==> src/rtl/alu_pkg.sv <==
// alu_pkg
// Shared definitions for the bit-serial add/subtract datapath.
//   OP_ADD / OP_SUB : encoding of the op request bit
//   state_t         : two-bit FSM state encoding (S_IDLE, S_RUN, S_DONE)
package alu_pkg;

  localparam logic OP_ADD = 1'b0;
  localparam logic OP_SUB = 1'b1;

  typedef enum logic [1:0] {
    S_IDLE = 2'd0,
    S_RUN  = 2'd1,
    S_DONE = 2'd2
  } state_t;

endpackage

==> src/rtl/serial_addsub_if.sv <==
// serial_addsub_if
// Request/response bundle of the bit-serial adder/subtractor.
//   start, op, a, b           : request side, driven by the master
//   busy, done                : handshake status, driven by the slave
//   result, cf, zf, vf, sf    : result word and ALU flags, driven by the slave
// Modports:
//   master : the requester (ALU control, testbench)
//   slave  : the serial_addsub datapath
interface serial_addsub_if #(
  parameter int N = 32
);

  logic         start;
  logic         op;
  logic [N-1:0] a;
  logic [N-1:0] b;
  logic         busy;
  logic         done;
  logic [N-1:0] result;
  logic         cf;
  logic         zf;
  logic         vf;
  logic         sf;

  modport master (
    output start, op, a, b,
    input  busy, done, result, cf, zf, vf, sf
  );

  modport slave (
    input  start, op, a, b,
    output busy, done, result, cf, zf, vf, sf
  );

endinterface

==> src/rtl/serial_addsub_fa.sv <==
// serial_addsub_fa
// Single-bit full-adder cell, the only arithmetic element of the serial datapath.
//   a, b : operand bits
//   cin  : carry in
//   sum  : a ^ b ^ cin
//   cout : majority of a, b, cin
module serial_addsub_fa (
  input  logic a,
  input  logic b,
  input  logic cin,
  output logic sum,
  output logic cout
);

  // Purely combinational; the carry is stored by the caller between bits.
  assign sum  = a ^ b ^ cin;
  assign cout = (a & b) | (cin & (a ^ b));

endmodule

==> src/rtl/serial_addsub.sv <==
// serial_addsub
// Bit-serial N-bit adder/subtractor: one full-adder cell plus a carry flop,
// one bit per clock, LSB first. A request is accepted in IDLE or DONE, the
// N bits are computed in RUN, and DONE presents a one-cycle done pulse with
// the result and RISC-V-style flags (carry, zero, overflow, sign).
// Ports:
//   clk : rising-edge clock
//   rst : synchronous, active-high reset (priority over everything)
//   bus : serial_addsub_if slave modport (start/op/a/b in, busy/done/result/flags out)
// Parameters:
//   N  : operand/result width (N >= 2)
//   CW : bit-counter width
module serial_addsub
  import alu_pkg::*;
#(
  parameter int N  = 32,
  parameter int CW = $clog2(N)
) (
  input logic            clk,
  input logic            rst,
  serial_addsub_if.slave bus
);

  state_t state_q, state_d;

  logic [N-1:0]  aSh_q, aSh_d;
  logic [N-1:0]  bSh_q, bSh_d;
  logic [N-1:0]  resultSh_q, resultSh_d;
  logic [N-1:0]  result_q, result_d;
  logic [CW-1:0] count_q, count_d;
  logic          carry_q, carry_d;
  logic          cf_q, cf_d;
  logic          zf_q, zf_d;
  logic          vf_q, vf_d;
  logic          sf_q, sf_d;

  logic          accept;
  logic          lastBit;
  logic          faSum;
  logic          faCout;
  logic [N-1:0]  finalResult;

  // A request is taken whenever we are not shifting; this covers both IDLE
  // and the back-to-back case where start arrives during the DONE cycle.
  assign accept  = (state_q != S_RUN) && bus.start;
  assign lastBit = (state_q == S_RUN) && (count_q == CW'(N - 1));

  // The final sum bit lands at the MSB while the earlier bits are already
  // sitting in the upper part of the shift register.
  assign finalResult = {faSum, resultSh_q[N-1:1]};

  serial_addsub_fa uFa (
    .a    (aSh_q[0]),
    .b    (bSh_q[0]),
    .cin  (carry_q),
    .sum  (faSum),
    .cout (faCout)
  );

  // State register.
  always_ff @(posedge clk) begin
    if (rst) begin
      state_q <= S_IDLE;
    end else begin
      state_q <= state_d;
    end
  end

  // Next-state logic. DONE lasts a single cycle and either chains straight
  // into a new RUN or falls back to IDLE.
  always_comb begin
    state_d = state_q;
    case (state_q)
      S_IDLE:  if (bus.start) state_d = S_RUN;
      S_RUN:   if (lastBit)   state_d = S_DONE;
      S_DONE:  state_d = bus.start ? S_RUN : S_IDLE;
      default: state_d = S_IDLE;
    endcase
  end

  // Handshake outputs depend on the state only.
  always_comb begin
    bus.busy = (state_q == S_RUN);
    bus.done = (state_q == S_DONE);
  end

  // Datapath next-state. Subtraction is a + ~b + 1: b is inverted on load
  // and the +1 rides in as the initial carry. On the last bit the carry into
  // the MSB is still in carry_q, so overflow is carry_q ^ final carry-out.
  always_comb begin
    aSh_d      = aSh_q;
    bSh_d      = bSh_q;
    resultSh_d = resultSh_q;
    result_d   = result_q;
    count_d    = count_q;
    carry_d    = carry_q;
    cf_d       = cf_q;
    zf_d       = zf_q;
    vf_d       = vf_q;
    sf_d       = sf_q;
    if (accept) begin
      aSh_d   = bus.a;
      bSh_d   = (bus.op == OP_SUB) ? ~bus.b : bus.b;
      carry_d = (bus.op == OP_SUB);
      count_d = '0;
    end else if (state_q == S_RUN) begin
      aSh_d      = aSh_q >> 1;
      bSh_d      = bSh_q >> 1;
      resultSh_d = finalResult;
      carry_d    = faCout;
      count_d    = count_q + CW'(1);
      if (lastBit) begin
        result_d = finalResult;
        cf_d     = faCout;
        vf_d     = carry_q ^ faCout;
        zf_d     = (finalResult == '0);
        sf_d     = faSum;
      end
    end
  end

  // Datapath registers; reset discards any operation in flight.
  always_ff @(posedge clk) begin
    if (rst) begin
      aSh_q      <= '0;
      bSh_q      <= '0;
      resultSh_q <= '0;
      result_q   <= '0;
      count_q    <= '0;
      carry_q    <= 1'b0;
      cf_q       <= 1'b0;
      zf_q       <= 1'b0;
      vf_q       <= 1'b0;
      sf_q       <= 1'b0;
    end else begin
      aSh_q      <= aSh_d;
      bSh_q      <= bSh_d;
      resultSh_q <= resultSh_d;
      result_q   <= result_d;
      count_q    <= count_d;
      carry_q    <= carry_d;
      cf_q       <= cf_d;
      zf_q       <= zf_d;
      vf_q       <= vf_d;
      sf_q       <= sf_d;
    end
  end

  // Result and flags are registered and held until the next DONE entry.
  always_comb begin
    bus.result = result_q;
    bus.cf     = cf_q;
    bus.zf     = zf_q;
    bus.vf     = vf_q;
    bus.sf     = sf_q;
  end

endmodule

==> src/flat_wrapper.sv <==
// flat-port wrapper written by rule: the top's interface ports become plain ports
module serial_addsub_flat import alu_pkg::*;
#(
  parameter int N  = 32,
  parameter int CW = $clog2(N)
)
  (clk, rst, bus_start, bus_op, bus_a, bus_b, bus_busy, bus_done, bus_result, bus_cf, bus_zf, bus_vf, bus_sf);
  serial_addsub_if #(.N(N)) bus_i ();
  input logic clk;
  input logic rst;
  input wire logic [$bits(bus_i.start)-1:0] bus_start;
  input wire logic [$bits(bus_i.op)-1:0] bus_op;
  input wire logic [$bits(bus_i.a)-1:0] bus_a;
  input wire logic [$bits(bus_i.b)-1:0] bus_b;
  output wire logic [$bits(bus_i.busy)-1:0] bus_busy;
  output wire logic [$bits(bus_i.done)-1:0] bus_done;
  output wire logic [$bits(bus_i.result)-1:0] bus_result;
  output wire logic [$bits(bus_i.cf)-1:0] bus_cf;
  output wire logic [$bits(bus_i.zf)-1:0] bus_zf;
  output wire logic [$bits(bus_i.vf)-1:0] bus_vf;
  output wire logic [$bits(bus_i.sf)-1:0] bus_sf;
  assign bus_i.start = bus_start;
  assign bus_i.op = bus_op;
  assign bus_i.a = bus_a;
  assign bus_i.b = bus_b;
  assign bus_busy = bus_i.busy;
  assign bus_done = bus_i.done;
  assign bus_result = bus_i.result;
  assign bus_cf = bus_i.cf;
  assign bus_zf = bus_i.zf;
  assign bus_vf = bus_i.vf;
  assign bus_sf = bus_i.sf;
  serial_addsub #(.N(N), .CW(CW)) u_core (.clk(clk), .rst(rst), .bus(bus_i));
endmodule
==> config.mk <==
export PLATFORM = sky130hd
export DESIGN_NAME = serial_addsub_flat
export DESIGN_NICKNAME = d
export VERILOG_FILES = /design/src/rtl/alu_pkg.sv /design/src/rtl/serial_addsub_if.sv /design/src/rtl/serial_addsub_fa.sv /design/src/rtl/serial_addsub.sv /design/src/flat_wrapper.sv
export SDC_FILE = /design/constraint.sdc
export NUM_CORES = 1
export LEC_CHECK = 0
export CAP_MARGIN = 20
export CORE_UTILIZATION = 50
export DETAILED_ROUTE_END_ITERATION = 8
export GPL_ROUTABILITY_DRIVEN = 1
export GPL_TIMING_DRIVEN = 0
export PLACE_DENSITY = 0.77
export SLEW_MARGIN = 20
export SYNTH_ARGS = -nofsm -noshare
export SYNTH_HDL_FRONTEND = slang
export SYNTH_SLANG_ARGS = --single-unit
export TNS_END_PERCENT = 20
==> constraint.sdc <==
create_clock -name clk -period 3.3 [get_ports clk]
set_clock_uncertainty 0.15 [all_clocks]
set_input_delay 0.66 -clock clk [delete_from_list [all_inputs] [get_ports clk]]
set_output_delay 0.66 -clock clk [all_outputs]
set_load 0.005 [all_outputs]
## After elaboration in Yosys (flattened, before gate mapping)

Cells that the tools add are included.

| word-level totals | value |
|---|---|
| register bits | 140 |
| logic and storage cells | 46 |

| operators by class | value |
|---|---|
| $add $sub $neg | 1 |
| equality and inequality tests | 6 |
| mux-type cells | 11 |
| bitwise operators | 8 |
| reduce and logical (&&, ||, !) cells | 9 |

Operators with widths:

| cell | count |
|---|---|
| $mux 32 | 5 |
| $logic_not 32->1 | 1 |
| $not 32->32 | 1 |
| $pmux 2 s3 | 1 |
| $add 5x1->5 const B | 1 |
| $eq 5x5->1 const B | 1 |
| $mux 2 | 2 |
| $ne 2x1->1 const B | 2 |
| $reduce_and 2->1 | 2 |
| $mux 1 | 3 |
| $reduce_and 3->1 | 1 |
| $xor 1x1->1 | 3 |
| $and 1x1->1 | 2 |
| $eq 2x1->1 const B | 1 |
| $eq 2x2->1 const B | 1 |
| $logic_and 1x1->1 | 2 |
| $logic_not 2->1 | 1 |
| $ne 2x2->1 const B | 1 |
| $reduce_bool 2->1 | 1 |
| $reduce_or 2->1 | 1 |
| $not 1->1 | 1 |
| $or 1x1->1 | 1 |

## Longest topological paths before layout

| depth | value |
|---|---|
| word-level depth | 5 |
| mapped depth | 8 |
| gate-level depth less buffers | 6 |

## Hierarchy

A second synthesis with hierarchy kept.

| second synthesis, totals | value |
|---|---|
| cell total of the unflattened synthesis | 695 |
| area total of the unflattened synthesis | 5,809.3 um^2 |

By module, submodules not included:

| module | instances | cells an instance | area an instance (um^2) | sequential area each (um^2) |
|---|---|---|---|---|
| serial_addsub | 1 | 694 | 5,789.3 | 2,762.6 |
| serial_addsub_fa | 1 | 1 | 20.0 | 0.0 |

## Worst setup path after synthesis

No wires, ideal clock.

| timing path | value |
|---|---|
| path kind | register to register |
| start point | register u_core.aSh_q[0] |
| end point | register u_core.zf_q (netlist: u_core.bus.zf) |
| setup time | 67 ps |
| arrival time | 1,537 ps |
| data required time | 3,083 ps |
| path slack | 1,545 ps |
| stages on the path, launching flop included | 6 |
| period minus slack after synthesis | 1,755 ps |
| cells stage by stage | dfxtp_1 > fa_1 > nor4_2 > nand4_1 > or3_1 > a21oi_2 |

| on the way | value |
|---|---|
| longest elaborated chain between the ends | 3 |

Ends and longest elaborated chain:

| element | RTL line | source |
|---|---|---|
| start: declaration | serial_addsub.sv:26 | `logic [N-1:0] aSh_q, aSh_d;` |
| start signal: assignment | serial_addsub.sv:136 | `aSh_q <= aSh_d;` |
| $xor 1x1->1 (2 in a row) | serial_addsub_fa.sv:16 | `assign sum = a ^ b ^ cin;` |
| named net u_core.faSum | serial_addsub.sv:39 | `logic faSum;` |
| $logic_not 32->1 | serial_addsub.sv:116 | `zf_d = (finalResult == '0);` |
| end signal: assignment | serial_addsub.sv:143 | `zf_q <= zf_d;` |
| end: declaration | serial_addsub.sv:33 | `logic zf_q, zf_d;` |

The timed path passes the listed nets, and every way through them passes these cells.
A chain may end at the register's enable or synchronous reset.

## Worst setup path in the final report

| timing path | value |
|---|---|
| start point | register u_core.state_q[1] |
| end point | output port bus_busy |

| on the way | value |
|---|---|
| longest elaborated chain between the ends | 1 |

Ends and longest elaborated chain:

| element | RTL line | source |
|---|---|---|
| start: declaration | serial_addsub.sv:24 | `state_t state_q, state_d;` |
| start signal: assignment | serial_addsub.sv:65 | `state_q <= state_d;` |
| $eq 2x1->1 | serial_addsub.sv:83 | `bus.busy = (state_q == S_RUN);` |
| end: declaration | flat_wrapper.sv:15 | `output wire logic [$bits(bus_i.busy)-1:0] bus_busy;` |

No other way between the ends.

==> flow_summary.toml <==
[run_status]
outcome = "completed"

[routing]
drc = 0
drtPass1Iterations = 4
wl_um = 13300
ant_nets = 0
drt-vias-per-instance = 5.31
drt_iter0_drc = 271
num_vias = 5149
wl_per_cell_um = 13.7

[clocking]
cts-hold-fix-buffers = 0
clk_latency_ns = 0.42
htree_levels = 4
cts_buffers = 17
cts_buffer_depth = 2
cts_tree = "yes"
post_cts_buffers = 0
post_cts_resized = 0
clkTransAtPathRegs_ns = 0.06
clock-sinks = 138
cts_root_buf = "clkbuf_16"

[logic_synthesis]
ys_seq_area_share_pct = 47.5
ys_warn_count = 0
ys_seq_elements = 138
synthTopCellsByArea = "dfxtp_1 48%, a21oi_1 8.7%, nand2_1 8.5%"
synth.distinct_cells = 32
syn_inst = 695
synth.top_cell.area_share_pct = 47.5
avgSynthCellArea_um2 = 8.36
yosysTopAreaCell = "dfxtp_1"
synthesis.area_um2 = 5810
syn_nets = 766

[floorplan]
fp.dieH_um = 110
fp.dieW_um = 110
ios = 106
start_util_pct = 51.1
design.core.area_um2 = 11400
dieArea_um2 = 12100
rows = 39

[layout]
diodes = 0
finalNonFillerCells = 970
fin_area_um2 = 7640
drive_above_1_share_pct = 8.59
num-fill-cells = 930
post-route-util_pct = 67.2
area_growth_pct = 31.5
fin_nets = 887

[job]
maxCapViolations = 0

[power]
irDropWorstVdd_v = 0.000435
cellLeakagePower_nw = 2.82
power_density_nw_per_um2 = 561

[timing]
rsz0062_at_grt = "no"
fin_crit_sh_pct = 84.1
max_slew_margin_pct = 64.6
final_hold_viol_count = 0
finalSetupViolCount = 0
tns_ns = 0
maxSlewViolCount = 0
post-route-min-period_ns = 2.78
fmax_mhz = 360
tightest_slew_ns = 0.531

[worst_setup_path]
cp.arrival_ns = 1.97
r2r-end = "u_core.bus.result[24]$_SDFFE_PP0P_"
endpoint_kind = "primary output"
r2r_slack_ns = 1.27
reg2reg_depth = 7
worst-setup-path-type = "reg -> out"
required_ns = 2.49
worstReg2RegStart = "u_core.count_q[0]$_SDFFE_PP0P_"
start_kind = "register"
path_max_fanout = 10

[placement]
io_buffer_count = 102
globalplace.congestion = 0.806
dp.final_hpwl_um = 9540
place_area_um2 = 7010
post-place-cells = 940

[grt]
grt_pass1_wl_um = 22200
grt_max_degree = 17
overflow = 0
antenna_found_initial = 0
grt_pass1_vias = 4904
grt_usage_pct = 23.5

[min_path]
hold_depth = 2
hold_path_class = "reg -> reg"
hold_end = "u_core.bus.result[16]$_SDFFE_PP0P_"
hp-start = "u_core.bus.result[16]$_SDFFE_PP0P_"
-- state kept, by name, indices dropped and copies added (netlist names) --
register	cells
u_core.bus.result	32
u_core.state_q	2
u_core.carry_q	1
u_core.resultSh_q	31
u_core.bus.zf	1
u_core.count_q	5
u_core.aSh_q	32
u_core.bus.cf	1
u_core.bus.vf	1
u_core.bSh_q	32
-- synth_stat cells, drive strengths merged --
master and count:
mux2i 33, dfxtp 138, a211oi 64, nor3 1
xnor2 33, and3 1, a21oi 102, buf 34
nand2 132, o21ai 2, or3 2, and2 2
nor4 8, nand3b 3, clkbuf 26, nand4 2
fa 1, ha 2, nand3 1, nor2 103
inv 2, a2111oi 1, nand2b 1, nor2b 1
-- cells in the final DEF, fill, tap and decap left out, types with 2 or more instances in the layout --
| master | synthesis | layout |
|---|---|---|
| xnor2_1 | 33 | 33 |
| buf_1 | 2 | 2 |
| clkdlybuf4s50_1 | 0 | 102 |
| or3_1 | 2 | 2 |
| bufinv_16 | 0 | 5 |
| nand2_1 | 131 | 131 |
| clkinvlp_4 | 0 | 2 |
| clkinv_4 | 0 | 2 |
| buf_6 | 3 | 3 |
| nor4_2 | 4 | 4 |
| mux2i_1 | 33 | 33 |
| buf_2 | 20 | 20 |
| clkbuf_1 | 26 | 26 |
| clkinv_2 | 0 | 4 |
| nor2_1 | 103 | 103 |
| dfxtp_1 | 138 | 138 |
| nor4_1 | 4 | 4 |
| buf_4 | 9 | 9 |
| nand4_1 | 2 | 2 |
| a21oi_1 | 101 | 101 |
| a211oi_1 | 64 | 64 |
| o21ai_0 | 2 | 2 |
| clkbuf_16 | 0 | 17 |
| ha_1 | 2 | 2 |
| nand3b_1 | 3 | 3 |
-- through the flow --
stage / hold slack (ns) / power [W] / worst slack [ns]
floorplan: 0.295 / 0.00212 / 1.55
global placement: 0.294 / 0.00226 / 0.959
detailed placement: 0.296 / 0.00228 / 0.944
CTS: 0.304 / 0.00430 / 0.498
global route: 0.324 / 0.00443 / 0.413
finish: 0.303 / 0.00428 / 0.524
-- worst max path at each step --
stage	startpoint	end	slack, ns	cells past startpoint
2_1_floorplan	u_core.aSh_q[0]$_SDFFE_PP0P_	u_core.bus.zf$_SDFFE_PP0P_	1.55	5
3_3_place_gp	u_core.state_q[1]$_SDFFE_PP0P_	bus_busy	0.96	5
3_5_place_dp	u_core.state_q[1]$_SDFFE_PP0P_	bus_busy	0.94	5
4_1_cts	u_core.state_q[1]$_SDFFE_PP0P_	bus_busy	0.50	5
5_1_grt	u_core.state_q[1]$_SDFFE_PP0P_	bus_busy	0.41	5
6_report	u_core.state_q[1]$_SDFFE_PP0P_	bus_busy	0.52	5
-- power breakdown --
part	leakage, nW	switching, W	internal (W)
sequential	1.13	0.0000453	0.00174
clock	0.304	0.000704	0.00133
combinational	1.39	0.000240	0.000221
-- critical path, stage by stage, from the launching register on --
cell             delay (ns)
dfxtp_1                0.30
nand2b_2               0.18
inv_2                  0.08
buf_2                  0.20
buf_2                  0.26
clkdlybuf4s50_1        0.53
-- area by class of cell --
type / count / area [µm²] / area share (%)
multi-input combinational: 495 / 2740 / 35.8
clock inverter: 13 / 203 / 2.65
tap: 143 / 179 / 2.34
clock buffer: 17 / 425 / 5.57
timing repair buffer: 102 / 1020 / 13.4
sequential: 138 / 2760 / 36.2
inverter: 2 / 7.51 / 0.0983
buffer: 60 / 307 / 4.01
-- logic make-up (layout without fill, tap and decap cells) --
kind of cell | after synthesis | count (layout) | synth area share (%)
AND/OR/NAND/NOR | 257 | 257 | 18.1
AO/OA/AOI/OAI | 169 | 169 | 17.5
flip-flops | 138 | 138 | 47.5
buffers and inverters | 62 | 194 | 5.40
XOR/XNOR | 33 | 33 | 4.97
multiplexers | 33 | 33 | 5.68
adder cells (fa/ha/maj) | 3 | 3 | 0.775
-- routing by layer --
layer	share of wire (%)	vias up	GRT usage [%]
met5	0	-	0
met4	0.56	0	7.24
met3	4.9	10	6.52
met2	49	104	40.3
met1	45	2432	28.4
li1	-	2603	-
No activity file was read; power rests on OpenSTA's default activity.
